### src/rtl/four_bit_unsigned_divider_if.sv
// four_bit_unsigned_divider_if: start/done handshake and operand/result bus for the divider.
interface four_bit_unsigned_divider_if;
    logic       start;
    logic [7:0] dividend;
    logic [3:0] divisor;
    logic       busy;
    logic       done;
    logic [7:0] quotient;
    logic [3:0] remainder;
    logic       div_by_zero;
    modport master (output start, dividend, divisor,
                    input  busy, done, quotient, remainder, div_by_zero);
    modport slave  (input  start, dividend, divisor,
                    output busy, done, quotient, remainder, div_by_zero);
endinterface

### src/rtl/four_bit_unsigned_divider.sv
// four_bit_unsigned_divider: 8-bit by 4-bit restoring divider, one quotient bit per clock.
module four_bit_unsigned_divider (
    input logic clk,
    input logic rst,
    four_bit_unsigned_divider_if.slave bus
);
    typedef enum logic [1:0] {IDLE, CALC, DONE} state_t;
    state_t     state;
    logic [7:0] dvd;
    logic [3:0] dvs;
    logic [3:0] part;
    logic [7:0] q;
    logic [2:0] cnt;
    logic [4:0] sh;
    logic [4:0] nxt;
    logic       ge;
    // part always ends below the divisor, so the 5-bit shifted value never overflows
    always_comb begin
        sh  = {part, dvd[7]};
        ge  = sh >= {1'b0, dvs};
        nxt = ge ? sh - {1'b0, dvs} : sh;
    end
    always_ff @(posedge clk) begin
        if (rst) begin
            state           <= IDLE;
            dvd             <= '0;
            dvs             <= '0;
            part            <= '0;
            q               <= '0;
            cnt             <= '0;
            bus.busy        <= 1'b0;
            bus.done        <= 1'b0;
            bus.quotient    <= '0;
            bus.remainder   <= '0;
            bus.div_by_zero <= 1'b0;
        end else begin
            case (state)
                IDLE: if (bus.start) begin
                    dvd      <= bus.dividend;
                    dvs      <= bus.divisor;
                    part     <= '0;
                    q        <= '0;
                    cnt      <= '0;
                    bus.busy <= 1'b1;
                    state    <= (bus.divisor != 4'd0) ? CALC : DONE;
                end
                CALC: begin
                    dvd  <= {dvd[6:0], 1'b0};
                    part <= nxt[3:0];
                    q    <= {q[6:0], ge};
                    cnt  <= cnt + 3'd1;
                    if (cnt == 3'd7) begin
                        bus.quotient    <= {q[6:0], ge};
                        bus.remainder   <= nxt[3:0];
                        bus.div_by_zero <= 1'b0;
                        bus.done        <= 1'b1;
                        state           <= DONE;
                    end
                end
                DONE: begin
                    // entering from IDLE means a zero divisor: publish it one cycle later
                    if (!bus.done) begin
                        bus.quotient    <= 8'hFF;
                        bus.remainder   <= 4'h0;
                        bus.div_by_zero <= 1'b1;
                        bus.done        <= 1'b1;
                    end else begin
                        bus.done <= 1'b0;
                        bus.busy <= 1'b0;
                        state    <= IDLE;
                    end
                end
                default: state <= IDLE;
            endcase
        end
    end
endmodule

### src/flat_wrapper.sv
// flat-port wrapper written by rule: the top's interface ports become plain ports
module four_bit_unsigned_divider_flat 
  (clk, rst, bus_start, bus_dividend, bus_divisor, bus_busy, bus_done, bus_quotient, bus_remainder, bus_div_by_zero);
  four_bit_unsigned_divider_if bus_i ();
  input logic clk;
  input logic rst;
  input wire logic [$bits(bus_i.start)-1:0] bus_start;
  input wire logic [$bits(bus_i.dividend)-1:0] bus_dividend;
  input wire logic [$bits(bus_i.divisor)-1:0] bus_divisor;
  output wire logic [$bits(bus_i.busy)-1:0] bus_busy;
  output wire logic [$bits(bus_i.done)-1:0] bus_done;
  output wire logic [$bits(bus_i.quotient)-1:0] bus_quotient;
  output wire logic [$bits(bus_i.remainder)-1:0] bus_remainder;
  output wire logic [$bits(bus_i.div_by_zero)-1:0] bus_div_by_zero;
  assign bus_i.start = bus_start;
  assign bus_i.dividend = bus_dividend;
  assign bus_i.divisor = bus_divisor;
  assign bus_busy = bus_i.busy;
  assign bus_done = bus_i.done;
  assign bus_quotient = bus_i.quotient;
  assign bus_remainder = bus_i.remainder;
  assign bus_div_by_zero = bus_i.div_by_zero;
  four_bit_unsigned_divider u_core (.clk(clk), .rst(rst), .bus(bus_i));
endmodule
### config.mk
export PLATFORM = sky130hd
export DESIGN_NAME = four_bit_unsigned_divider_flat
export DESIGN_NICKNAME = d
export VERILOG_FILES = /design/src/rtl/four_bit_unsigned_divider_if.sv /design/src/rtl/four_bit_unsigned_divider.sv /design/src/flat_wrapper.sv
export SDC_FILE = /design/constraint.sdc
export NUM_CORES = 1
export LEC_CHECK = 0
export BUFFER_PORTS_ARGS = -buffer_cell sky130_fd_sc_hd__buf_2
export CORE_MARGIN = 10
export CORE_UTILIZATION = 23
export DETAILED_ROUTE_END_ITERATION = 16
export MAX_ROUTING_LAYER = met4
export SLEW_MARGIN = 20
export SYNTH_ARGS = -nofsm -noshare
export SYNTH_HDL_FRONTEND = slang
export SYNTH_SLANG_ARGS = --single-unit
### constraint.sdc
create_clock -name clk -period 1.6 [get_ports clk]
set_input_delay 0 -clock clk [delete_from_list [all_inputs] [get_ports clk]]
set_output_delay 0 -clock clk [all_outputs]
set_load 0.02 [all_outputs]
# After elaboration in Yosys (flattened, before gate mapping)
# Cells that the tools add are included.
[classes] addsub=2 order_cmp=1 eq_ne=7 muxes=29 reduce_logical=11
[op_table] operator="8-bit case mux with 2 select lines" count=2
[op_table] operator="8-bit 2-to-1 mux" count=3
[op_table] operator="4-bit 2-to-1 mux" count=4
[op_table] operator="4-bit case mux with 2 select lines" count=2
[op_table] operator="7-bit case mux with 2 select lines" count=1
[op_table] operator="3-bit AND reduction" count=3
[op_table] operator="2-bit 2-to-1 mux" count=4
[op_table] operator="7-bit 2-to-1 mux" count=1
[op_table] operator="1-bit 2-to-1 mux" count=6
[op_table] operator="1-bit case mux with 2 select lines" count=3
[op_table] operator="2-bit case mux with 3 select lines" count=1
[op_table] operator="3-bit case mux with 2 select lines" count=1
[op_table] operator="2-bit AND reduction" count=3
[op_table] operator="2-bit nonzero test" count=3
[op_table] operator="5-bit by 4-bit greater-or-equal comparator with 1-bit output" count=1
[op_table] operator="2-bit by 1-bit inequality test with 1-bit output, second input constant" count=2
[op_table] operator="2-bit inequality test, second input constant" count=2
[op_table] operator="4-bit nonzero test" count=1
[op_table] operator="4-bit subtractor" count=1
[op_table] operator="3-bit by 1-bit adder with 3-bit output, second input constant" count=1
[op_table] operator="3-bit == test, second input constant" count=1
[op_table] operator="3-bit 2-to-1 mux" count=1
[op_table] operator="2-bit by 1-bit == test with 1-bit output, second input constant" count=1
[op_table] operator="2-bit == test, second input constant" count=1
[op_table] operator="2-bit logical NOT" count=1
[totals] regBits=43 input_bits=15 out_inout_bits=15 wordCells=61

# Longest topological paths before layout
# Gate-level depths: netlist of the first run.
[depth] depth_word=4 mapped_depth=7 ltp_nobuf=7

# Worst setup path before layout of the first run
# No wires, ideal clock.
[synth_path] path_type="register -> register" startpoint="register u_core.dvd[7]" endpoint="register u_core.part[0]" arrival_time_ns=1.571 required_ns=1.483 path_slack_ns=-0.089 stages_incl_launch_ff=8 n_path_buf=0 synth_period_minus_slack_ns=1.689 cell_sequence="dfxtp_1 -> inv_1 -> ha_1 -> nand2b_1 -> a211oi_2 -> o21ai_2 -> mux2i_1 -> a32o_1"
[synth_between] elab_chain_cells=3 word_cells_on_any_way=4 classes_between="add/sub: 1; order compare: 1; mux: 2"
[synth_lines] item="start, declared" line="four_bit_unsigned_divider.sv:9" text="logic [7:0] dvd;"
[synth_lines] item="start signal, assigned" line="four_bit_unsigned_divider.sv:39" text="dvd <= bus.dividend;"
[synth_lines] item="start signal, assigned" line="four_bit_unsigned_divider.sv:48" text="dvd <= {dvd[6:0], 1'b0};"
[synth_lines] item="4-bit subtractor or 5-bit by 4-bit greater-or-equal comparator with 1-bit output (tied branches)" line="four_bit_unsigned_divider.sv:21, four_bit_unsigned_divider.sv:20"
[synth_lines] item="4-bit 2-to-1 mux (*)" line="four_bit_unsigned_divider.sv:21" text="nxt = ge ? sh - {1'b0, dvs} : sh;"
[synth_lines] item="4-bit case mux with 2 select lines (*)" line="four_bit_unsigned_divider.sv:37" text="case (state)"
[synth_lines] item="end signal, assigned" line="four_bit_unsigned_divider.sv:49" text="part <= nxt[3:0];"
[synth_lines] item="end, declared" line="four_bit_unsigned_divider.sv:11" text="logic [3:0] part;"
# Mark *: on every way between the ends. The rest lies on a longest branch, timed or not.
# A chain may end at the register's enable or synchronous reset.

# Final worst setup path of the first run
# Ends and elaborated chain as after synthesis.

==> impl_metrics.sql, run 1 <==
INSERT INTO impl_metrics (metric_group, metric, value, unit) VALUES
('sta', 'fin_crit_sh', '1.02', ''),
('place', 'replace_congestion', '0.801', ''),
('critical_path', 'worst_path_max_delay_cell', 'sky130_fd_sc_hd__dfxtp_2', ''),
('drt', 'detail-route-antenna-nets', '0', ''),
('sta', 'setup-violations-final', '5', ''),
('power_and_ir_drop', 'p_leak', '0.987', 'nW'),
('layout', 'finish.cell_count_without_fillers', '347', ''),
('layout', 'synthToLayoutAreaGrowth', '30.5', '%'),
('synthesis', 'ys_seq_area_frac', '0.467', ''),
('floorplanning', 'dieHeight', '110', 'µm'),
('critical_path', 'ff2ff_setup_slack', '-0.03', 'ns'),
('power_and_ir_drop', 'fin_total_pwr', '2.30', 'mW'),
('power_and_ir_drop', 'worst_ir_drop_vdd', '0.000362', 'V'),
('synthesis', 'leading_post_synthesis_cells_by_cell_area', 'sky130_fd_sc_hd__dfxtp_1, sky130_fd_sc_hd__mux2i_1, sky130_fd_sc_hd__nor2_1, sky130_fd_sc_hd__o221a_1, sky130_fd_sc_hd__ha_1', ''),
('grt', 'initial_antenna_violation_count', '0', ''),
('grt', 'grt_start_max_net_pins', '22', ''),
('sta', 'max_slew_margin', '0.678', ''),
('sta', 'unrepaired_setup_endpoints_after_global_routing', 'yes', ''),
('clock_tree', 'clock-root-buffer', 'sky130_fd_sc_hd__clkbuf_8', ''),
('floorplanning', 'initial_core_util', '0.237', ''),
('synthesis', 'yosysUniqueCellTypes', '39', ''),
('drt', 'route.vias.total', '1503', ''),
('sta', 'final_critical_path_setup_slack', '-0.0328', 'ns'),
('grt', 'grt_remaining_overflow', '0', ''),
('drt', 'route.final.wire_length', '4170', 'µm'),
('critical_path', 'worst_setup_path_start_kind', 'flop', ''),
('place', 'place_inst', '333', ''),
('grt', 'first_pass_grt_wire_length', '6860', 'µm'),
('synthesis', 'synthFlopType', 'sky130_fd_sc_hd__dfxtp_1', ''),
('critical_path', 'crit-reg2reg-capture', 'u_core.part[0]$_SDFFE_PP0P_', ''),
('critical_path', 'critPathBufInv', '1', ''),
('run_status', 'outcome', 'finished, violations left', ''),
('place', 'place.port_buffers', '29', ''),
('min_path', 'hold_start', 'bus_dividend[3]', ''),
('synthesis', 'synth_async_sr_flop_share', '0', ''),
('sta', 'final_period_minus_worst_setup_slack', '1.63', 'ns'),
('clock_tree', 'ctsLongestPathBuffers', '2', ''),
('critical_path', 'critical_path.max_stage_delay', '0.34', 'ns'),
('drt', 'route.detailed.drc', '0', ''),
('critical_path', 'path_max_fanout', '4', ''),
('min_path', 'worstHoldPathCells', '3', ''),
('layout', 'design.final.nets', '266', ''),
('power_and_ir_drop', 'powerDensity', '955', 'nW/µm²'),
('synthesis', 'syn_area', '1840', 'µm²'),
('critical_path', 'critical_path.reg2reg.startpoint', 'u_core.dvd[7]$_SDFFE_PP0P_', ''),
('critical_path', 'worstSetupPathType', 'flop to flop', ''),
('synthesis', 'synth.cells.most_frequent', 'sky130_fd_sc_hd__dfxtp_1, sky130_fd_sc_hd__nor2_1, sky130_fd_sc_hd__mux2i_1, sky130_fd_sc_hd__nand2_1', ''),
('clock_tree', 'clock_tree.htree_level_count', '2', ''),
('drt', 'wl_per_cell', '12.0', 'µm'),
('floorplanning', 'die_area', '12000', 'µm²'),
('critical_path', 'worst-r2r-cell-count', '7', ''),
('min_path', 'min_path_type', 'primary input to flop', ''),
('synthesis', 'ys_ff_latch', '43', ''),
('run_status', 'failed_checks', 'negative setup slack', ''),
('critical_path', 'crit_chain', 'inv_2 > ha_4 > nand2b_4 > a211oi_4 > o21ai_2 > mux2i_1 > a32o_1', ''),
('synthesis', 'yosys_warnings', '0', ''),
('synthesis', 'synthDominantCellAreaShare', '0.467', ''),
('synthesis', 'library_cell_occupying_the_most_area_in_the_post_synthesis_netlist', 'sky130_fd_sc_hd__dfxtp_1', ''),
('drt', 'drt_iter0_markers', '53', ''),
('clock_tree', 'tritoncts_clock_tree', 'built', ''),
('synthesis', 'synth-edff-count', '0', ''),
('sta', 'fmaxAchievable', '612', 'MHz'),
('floorplanning', 'ioPinCount', '30', ''),
('sta', 'tightestPinTransition', '0.478', 'ns'),
('synthesis', 'synth_most_common_cell', 'sky130_fd_sc_hd__dfxtp_1', ''),
('clock_tree', 'cts_made_buffers', '5', ''),
('critical_path', 'timing.critical_path.max_delay_family', 'compound AO/OA/AOI/OAI gates', ''),
('layout', 'antenna_cells', '0', ''),
('critical_path', 'critical_path_arrival', '1.83', 'ns'),
('place', 'dp_hpwl', '3120', 'µm'),
('sta', 'final_max_slew_viol_count', '0', '');
==> metrics by stage <==
step | hold slack [ns] | area (µm²) | utilization | TNS, ns | worst slack (ns)
floorplan | 0.139 | 1870 | - | 0 | 0.00165
global placement | 0.244 | 2230 | 0.287 | -0.106 | -0.0521
detailed placement | 0.254 | 2230 | 0.287 | -0.285 | -0.115
CTS | 0.000714 | 2380 | 0.307 | -0.141 | -0.0408
global route | 0.0238 | 2410 | 0.310 | -0.861 | -0.146
finish | 0.0308 | 2410 | 0.310 | -0.0903 | -0.0328
==> registers in the layout, summed over array words and instances (netlist names) <==
signal                  count
u_core.bus.quotient         8
u_core.dvd                  8
u_core.q                    7
u_core.bus.remainder        4
u_core.dvs                  4
u_core.part                 4
u_core.cnt                  3
u_core.state                2
u_core.bus.busy             1
u_core.bus.div_by_zero      1
u_core.bus.done             1
==> worst register-to-register path, cell delays in order, from the launching register on <==
cell	delay, ns
sky130_fd_sc_hd__dfxtp_2	0.34
sky130_fd_sc_hd__inv_2	0.05
sky130_fd_sc_hd__ha_4	0.23
sky130_fd_sc_hd__nand2b_4	0.14
sky130_fd_sc_hd__a211oi_4	0.22
sky130_fd_sc_hd__o21ai_2	0.14
sky130_fd_sc_hd__mux2i_1	0.16
sky130_fd_sc_hd__a32o_1	0.26
==> report_power, final <==
group | total (mW) | switching, mW | internal (mW)
Combinational | 0.425 | 0.215 | 0.210
Sequential | 1.15 | 0.0330 | 1.12
Clock | 0.721 | 0.408 | 0.312
==> cells in the final DEF (no fill, tap or decap), drive strengths merged <==
master | synthesis | routed
a211o | 1 | 1
a211oi | 9 | 9
a21o | 2 | 2
a21oi | 9 | 9
a22o | 1 | 1
a22oi | 9 | 9
a31oi | 1 | 1
a32o | 1 | 1
and2b | 1 | 1
and3b | 1 | 1
buf | 5 | 47
clkbuf | 6 | 5
clkinvlp | 0 | 2
dfxtp | 43 | 43
dlygate4sd3 | 0 | 5
fa | 1 | 1
ha | 6 | 6
inv | 7 | 8
mux2i | 12 | 12
nand2 | 13 | 13
nand2b | 4 | 4
nand3 | 1 | 1
nand3b | 2 | 2
nor2 | 34 | 34
nor2b | 2 | 2
nor3 | 1 | 1
nor4 | 1 | 1
o21ai | 9 | 9
o21bai | 1 | 1
o221a | 8 | 8
o31ai | 2 | 2
or2 | 1 | 1
or3b | 1 | 1
xor2 | 1 | 1
==> metal layers <==
layer  global-route usage  wire [µm]
met2                0.103       1750
met3               0.0228        218
met5                    -          0
met4               0.0307         43
met1               0.0977       2160
==> how the worst max path moves through the flow <==
stage                                    start                                    to  cells after the start
detailed placement  u_core.dvs[2]$_SDFFE_PP0P_           u_core.part[3]$_SDFFE_PP0P_                      7
finish              u_core.dvd[7]$_SDFFE_PP0P_           u_core.part[0]$_SDFFE_PP0P_                      7
floorplan           u_core.dvs[2]$_SDFFE_PP0P_  u_core.bus.remainder[3]$_SDFFE_PP0P_                      7
global placement    u_core.dvs[2]$_SDFFE_PP0P_  u_core.bus.remainder[3]$_SDFFE_PP0P_                      7
global route        u_core.dvd[7]$_SDFFE_PP0P_           u_core.part[3]$_SDFFE_PP0P_                      8
CTS                 u_core.dvd[7]$_SDFFE_PP0P_           u_core.part[0]$_SDFFE_PP0P_                      7
==> area by class of cell <==
class                   instances  share of cell area
inverters                       7              0.0109
clock inverters                 3             0.00988
well taps                     102              0.0530
multi-input cells             135               0.397
flip-flops and latches         43               0.358
clock buffers                   5              0.0286
repair buffers                 52               0.142
==> repair_timing <==
| item | in CTS | in global routing |
|---|---|---|
| setup buffers | 0 | 1 |
| hold buffers | 4 | 1 |
| pin swaps | 1 | 1 |
| gates resized for setup | 3 | 3 |
| setup endpoints to repair | 7 | 10 |
| endpoints found under the hold margin | 4 | 1 |
==> cell families (layout without fill, tap and decap cells) <==
family / count (synthesis) / after routing / synth area share
fa+ha+maj: 7 / 7 / 0.0516
xor+xnor: 1 / 1 / 0.00475
simple gates: 62 / 62 / 0.156
compound gates: 53 / 53 / 0.214
buf+inv: 18 / 67 / 0.0414
flops: 43 / 43 / 0.467
mux: 12 / 12 / 0.0651
Note: power is estimated with default switching activity, not from simulation.
==> inputs of run 2 (changes only) <==
ABC_AREA = 1   (was unset)
GPL_TIMING_DRIVEN = 1   (was unset)
==> impl_metrics.sql, run 2 <==
INSERT INTO impl_metrics (metric_group, metric, value, unit) VALUES
('run_status', 'outcome', 'finished, violations left', ''),
('run_status', 'failed_checks', 'negative hold slack', ''),
('clock_tree', 'tritoncts_clock_tree', 'built', ''),
('synthesis', 'postSynthAreaPerCell', '8.10', 'µm²'),
('synthesis', 'yosys_warnings', '0', ''),
('drt', 'detail_route.first_pass.iterations', '5', ''),
('critical_path', 'ff2ff_setup_slack', '0.08', 'ns'),
('drt', 'wl_per_cell', '12.0', 'µm'),
('grt', 'grt_start_max_net_pins', '23', ''),
('critical_path', 'worstSetupEndpointType', 'flop', ''),
('critical_path', 'critical_path_arrival', '1.71', 'ns'),
('clock_tree', 'ctsLongestPathBuffers', '2', ''),
('synthesis', 'synth_most_common_cell', 'sky130_fd_sc_hd__nand2_1', ''),
('synthesis', 'synth_compound_gate_area_share', '0.193', ''),
('synthesis', 'post_synth_and_or_nand_nor_area_fraction', '0.214', ''),
('floorplanning', 'row_count', '32', ''),
('grt', 'global_route.usage.total', '0.0745', ''),
('drt', 'route.final.wire_length', '4530', 'µm'),
('power_and_ir_drop', 'share_comb_of_total_power', '0.401', ''),
('min_path', 'worstHoldPathCells', '3', ''),
('drt', 'route.detailed.drc', '0', ''),
('critical_path', 'worstSetupPathType', 'flop to flop', ''),
('run', 'cap_violations', '0', ''),
('clock_tree', 'clock_sink_count', '43', ''),
('drt', 'detail-route-antenna-nets', '0', ''),
('place', 'place.port_buffers', '29', ''),
('synthesis', 'library_cell_occupying_the_most_area_in_the_post_synthesis_netlist', 'sky130_fd_sc_hd__dfxtp_1', ''),
('layout', 'antenna_cells', '0', ''),
('synthesis', 'ys_seq_area_frac', '0.460', ''),
('synthesis', 'syn_area', '1870', 'µm²'),
('sta', 'hold_viol_final', '1', ''),
('power_and_ir_drop', 'powerDensity', '1580', 'nW/µm²'),
('grt', 'met3_usage_grt', '0.0197', ''),
('synthesis', 'synth_async_sr_flop_share', '0', ''),
('synthesis', 'leading_post_synthesis_cells_by_cell_area', 'sky130_fd_sc_hd__dfxtp_1, sky130_fd_sc_hd__nand2_1, sky130_fd_sc_hd__a21oi_1, sky130_fd_sc_hd__o221a_2, sky130_fd_sc_hd__ha_1', ''),
('synthesis', 'synth-edff-count', '0', ''),
('min_path', 'hold_start', 'bus_divisor[1]', ''),
('sta', 'fin_skew', '0.00588', 'ns'),
('place', 'preCtsSetupSlack', '0.0629', 'ns'),
('power_and_ir_drop', 'pwr-share-clk', '0.235', ''),
('synthesis', 'postSynthNetCount', '253', ''),
('clock_tree', 'cts_made_buffers', '5', ''),
('power_and_ir_drop', 'p_leak', '1.04', 'nW'),
('drt', 'route.vias.total', '1666', ''),
('synthesis', 'ys_ff_latch', '43', ''),
('sta', 'max_slew_margin', '0.627', ''),
('sta', 'fmaxAchievable', '658', 'MHz'),
('synthesis', 'synth_area_in_adders', '0.0508', ''),
('sta', 'fin_crit_sh', '0.950', ''),
('layout', 'most-common-layout-cells', 'sky130_fd_sc_hd__nand2_1, sky130_fd_sc_hd__dfxtp_1, sky130_fd_sc_hd__buf_2', ''),
('power_and_ir_drop', 'net-switching-power', '1.49', 'mW'),
('synthesis', 'synth_mux_area_frac', '0', ''),
('clock_tree', 'clkSlewWorstSetupHoldPaths', '0.09', 'ns'),
('layout', 'layout-drive-gt1-share', '0.304', ''),
('min_path', 'min_path_type', 'primary input to flop', ''),
('grt', 'grt_util_met2', '0.113', ''),
('power_and_ir_drop', 'pwr-share-seq', '0.364', ''),
('grt', 'grt_remaining_overflow', '0', ''),
('sta', 'tightestPinTransition', '0.558', 'ns'),
('layout', 'synthToLayoutAreaGrowth', '30.3', '%'),
('critical_path', 'crit-reg2reg-capture', 'u_core.bus.remainder[1]$_SDFFE_PP0P_', ''),
('floorplanning', 'dieHeight', '110', 'µm'),
('critical_path', 'worstPathRequired', '1.79', 'ns'),
('floorplanning', 'ioPinCount', '30', ''),
('grt', 'initial_antenna_violation_count', '0', ''),
('grt', 'use_met1', '0.0947', ''),
('layout', 'finish.cell_count_without_fillers', '378', ''),
('drt', 'vias_per_cell', '4.41', ''),
('sta', 'setup-violations-final', '0', ''),
('clock_tree', 'clock_tree.htree_level_count', '2', ''),
('floorplanning', 'floorplan.core_area', '7810', 'µm²'),
('grt', 'grt_pass1_vias', '1566', ''),
('synthesis', 'synth_top_family_by_area', 'simple AND/OR/NAND/NOR gates', ''),
('sta', 'final_critical_path_setup_slack', '0.0796', 'ns'),
('critical_path', 'critical_path.reg2reg.startpoint', 'u_core.dvs[2]$_SDFFE_PP0P_', ''),
('critical_path', 'worst_setup_path_start_kind', 'flop', ''),
('synthesis', 'synthesis.instances', '231', ''),
('clock_tree', 'worstSkewPairLatency', '0.30', 'ns'),
('critical_path', 'path_max_fanout', '6', ''),
('clock_tree', 'clock-root-buffer', 'sky130_fd_sc_hd__clkbuf_8', ''),
('layout', 'design.final.nets', '297', ''),
('power_and_ir_drop', 'worst_ir_drop_vdd', '0.000590', 'V'),
('floorplanning', 'die_w', '110', 'µm'),
('power_and_ir_drop', 'intPower', '2.36', 'mW'),
('grt', 'busiest_layer', 'met2', ''),
('place', 'dp_hpwl', '3230', 'µm'),
('min_path', 'min_delay_endpoint', 'u_core.dvs[1]$_SDFFE_PP0P_', ''),
('power_and_ir_drop', 'power_switching_share', '0.386', ''),
('drt', 'drt_iter0_markers', '67', ''),
('layout', 'layout_commonest_cell', 'sky130_fd_sc_hd__nand2_1', ''),
('floorplanning', 'initial_core_util', '0.240', ''),
('floorplanning', 'die_area', '12100', 'µm²'),
('sta', 'final_period_minus_worst_setup_slack', '1.52', 'ns'),
('synthesis', 'synth.cells.most_frequent', 'sky130_fd_sc_hd__nand2_1, sky130_fd_sc_hd__dfxtp_1, sky130_fd_sc_hd__a21oi_1', ''),
('critical_path', 'worst-r2r-cell-count', '9', ''),
('sta', 'hold_slack', '-0.000697', 'ns'),
('synthesis', 'synthDominantCellAreaShare', '0.460', ''),
('sta', 'final_max_slew_viol_count', '0', ''),
('synthesis', 'yosysUniqueCellTypes', '24', ''),
('place', 'place_inst', '358', ''),
('place', 'replace_congestion', '0.824', ''),
('synthesis', 'xor_xnor_portion_of_the_synthesized_cell_area', '0.00468', ''),
('synthesis', 'synthFlopType', 'sky130_fd_sc_hd__dfxtp_1', ''),
('layout', 'largestRegisters', 'u_core.bus.quotient x8, u_core.dvd x8, u_core.q x7', ''),
('grt', 'first_pass_grt_wire_length', '7200', 'µm');
-- run 2: cell count changes in the layout (fill, tap and decap cells not counted), moves of 6 or more --
cell                       previous run  this run
sky130_fd_sc_hd__nand2_1             12        57
sky130_fd_sc_hd__nor2_1              32        10
sky130_fd_sc_hd__a21oi_1              9        22
sky130_fd_sc_hd__mux2i_1             11         0
sky130_fd_sc_hd__nand3_1              1        12
sky130_fd_sc_hd__buf_4               17         7
sky130_fd_sc_hd__inv_1                5        15
sky130_fd_sc_hd__o21ai_0              2        12
sky130_fd_sc_hd__a22oi_1              9         0
sky130_fd_sc_hd__a211oi_1             8         0
sky130_fd_sc_hd__o221a_1              8         0
sky130_fd_sc_hd__o221a_2              0         7
sky130_fd_sc_hd__a31oi_1              1         7
-- run 2: power groups by stage --
| stage | Clock [mW] | Sequential (mW) | Combinational, mW |
|---|---|---|---|
| 6_report | 0.904 | 1.40 | 1.54 |
| 5_1_grt | 0.959 | 1.43 | 1.71 |
| 4_1_cts | 0.918 | 1.38 | 1.33 |
| 3_5_place_dp | 0 | 1.41 | 1.30 |
| 3_3_place_gp | 0 | 1.40 | 1.29 |
| 2_1_floorplan | 0 | 1.45 | 0.996 |
-- run 2: area by class of cell --
type | instances | area [µm²]
Clock buffer | 6 | 82.6
Clock inverter | 2 | 38.8
Fill cell | 821 | 5370
Inverter | 22 | 85.1
Multi-Input combinational cell | 157 | 941
Sequential cell | 43 | 865
Tap cell | 102 | 128
Timing Repair Buffer | 46 | 298
-- run 2: worst max path at each step --
stage	from	end	slack, ns
floorplan	u_core.dvs[2]$_SDFFE_PP0P_	u_core.part[2]$_SDFFE_PP0P_	0.21
global route	u_core.dvs[2]$_SDFFE_PP0P_	u_core.part[1]$_SDFFE_PP0P_	-0.02
CTS	u_core.part[1]$_SDFFE_PP0P_	u_core.bus.remainder[0]$_SDFFE_PP0P_	0.04
global placement	u_core.part[1]$_SDFFE_PP0P_	u_core.bus.remainder[0]$_SDFFE_PP0P_	0.08
finish	u_core.dvs[2]$_SDFFE_PP0P_	u_core.bus.remainder[1]$_SDFFE_PP0P_	0.08
detailed placement	u_core.part[1]$_SDFFE_PP0P_	u_core.bus.remainder[0]$_SDFFE_PP0P_	0.06
-- run 2: critical path, cell delays in order, from the launching register on --
cell	delay, ns
sky130_fd_sc_hd__dfxtp_1	0.33
sky130_fd_sc_hd__inv_2	0.05
sky130_fd_sc_hd__ha_4	0.26
sky130_fd_sc_hd__a21oi_2	0.16
sky130_fd_sc_hd__nand2_1	0.08
sky130_fd_sc_hd__nand2_2	0.15
sky130_fd_sc_hd__buf_4	0.14
sky130_fd_sc_hd__nand3_2	0.08
sky130_fd_sc_hd__nand3_2	0.10
sky130_fd_sc_hd__a21oi_1	0.06
-- run 2: routing by layer --
layer	up-vias	share of wire
met5	-	0
met4	0	0.012
met3	8	0.040
met2	45	0.47
met1	753	0.47
li1	860	-
-- run 2: what timing repair did --
item	4_1_cts	5_1_grt
resized for setup	0	17
hold endpoints to repair	10	0
setup endpoints to repair	0	8
hold buffers	10	0
buffers inserted	0	2
-- run 2: stage by stage --
step                      setup TNS (ns)  instance area [µm²]  power, mW   util
after floorplan                        0                 1870       2.45      -
after global placement                 0                 2120       2.69  0.272
after detailed placement               0                 2120       2.71  0.272
after CTS                              0                 2340       3.63  0.300
after global routing             -0.0238                 2440       4.10  0.312
final                                  0                 2440       3.85  0.312
-- run 2: cell families after synthesis --
group           Yosys count
fa+ha+maj                 7
simple gates             92
flops                    43
xor+xnor                  1
compound gates           57
buf+inv                  31
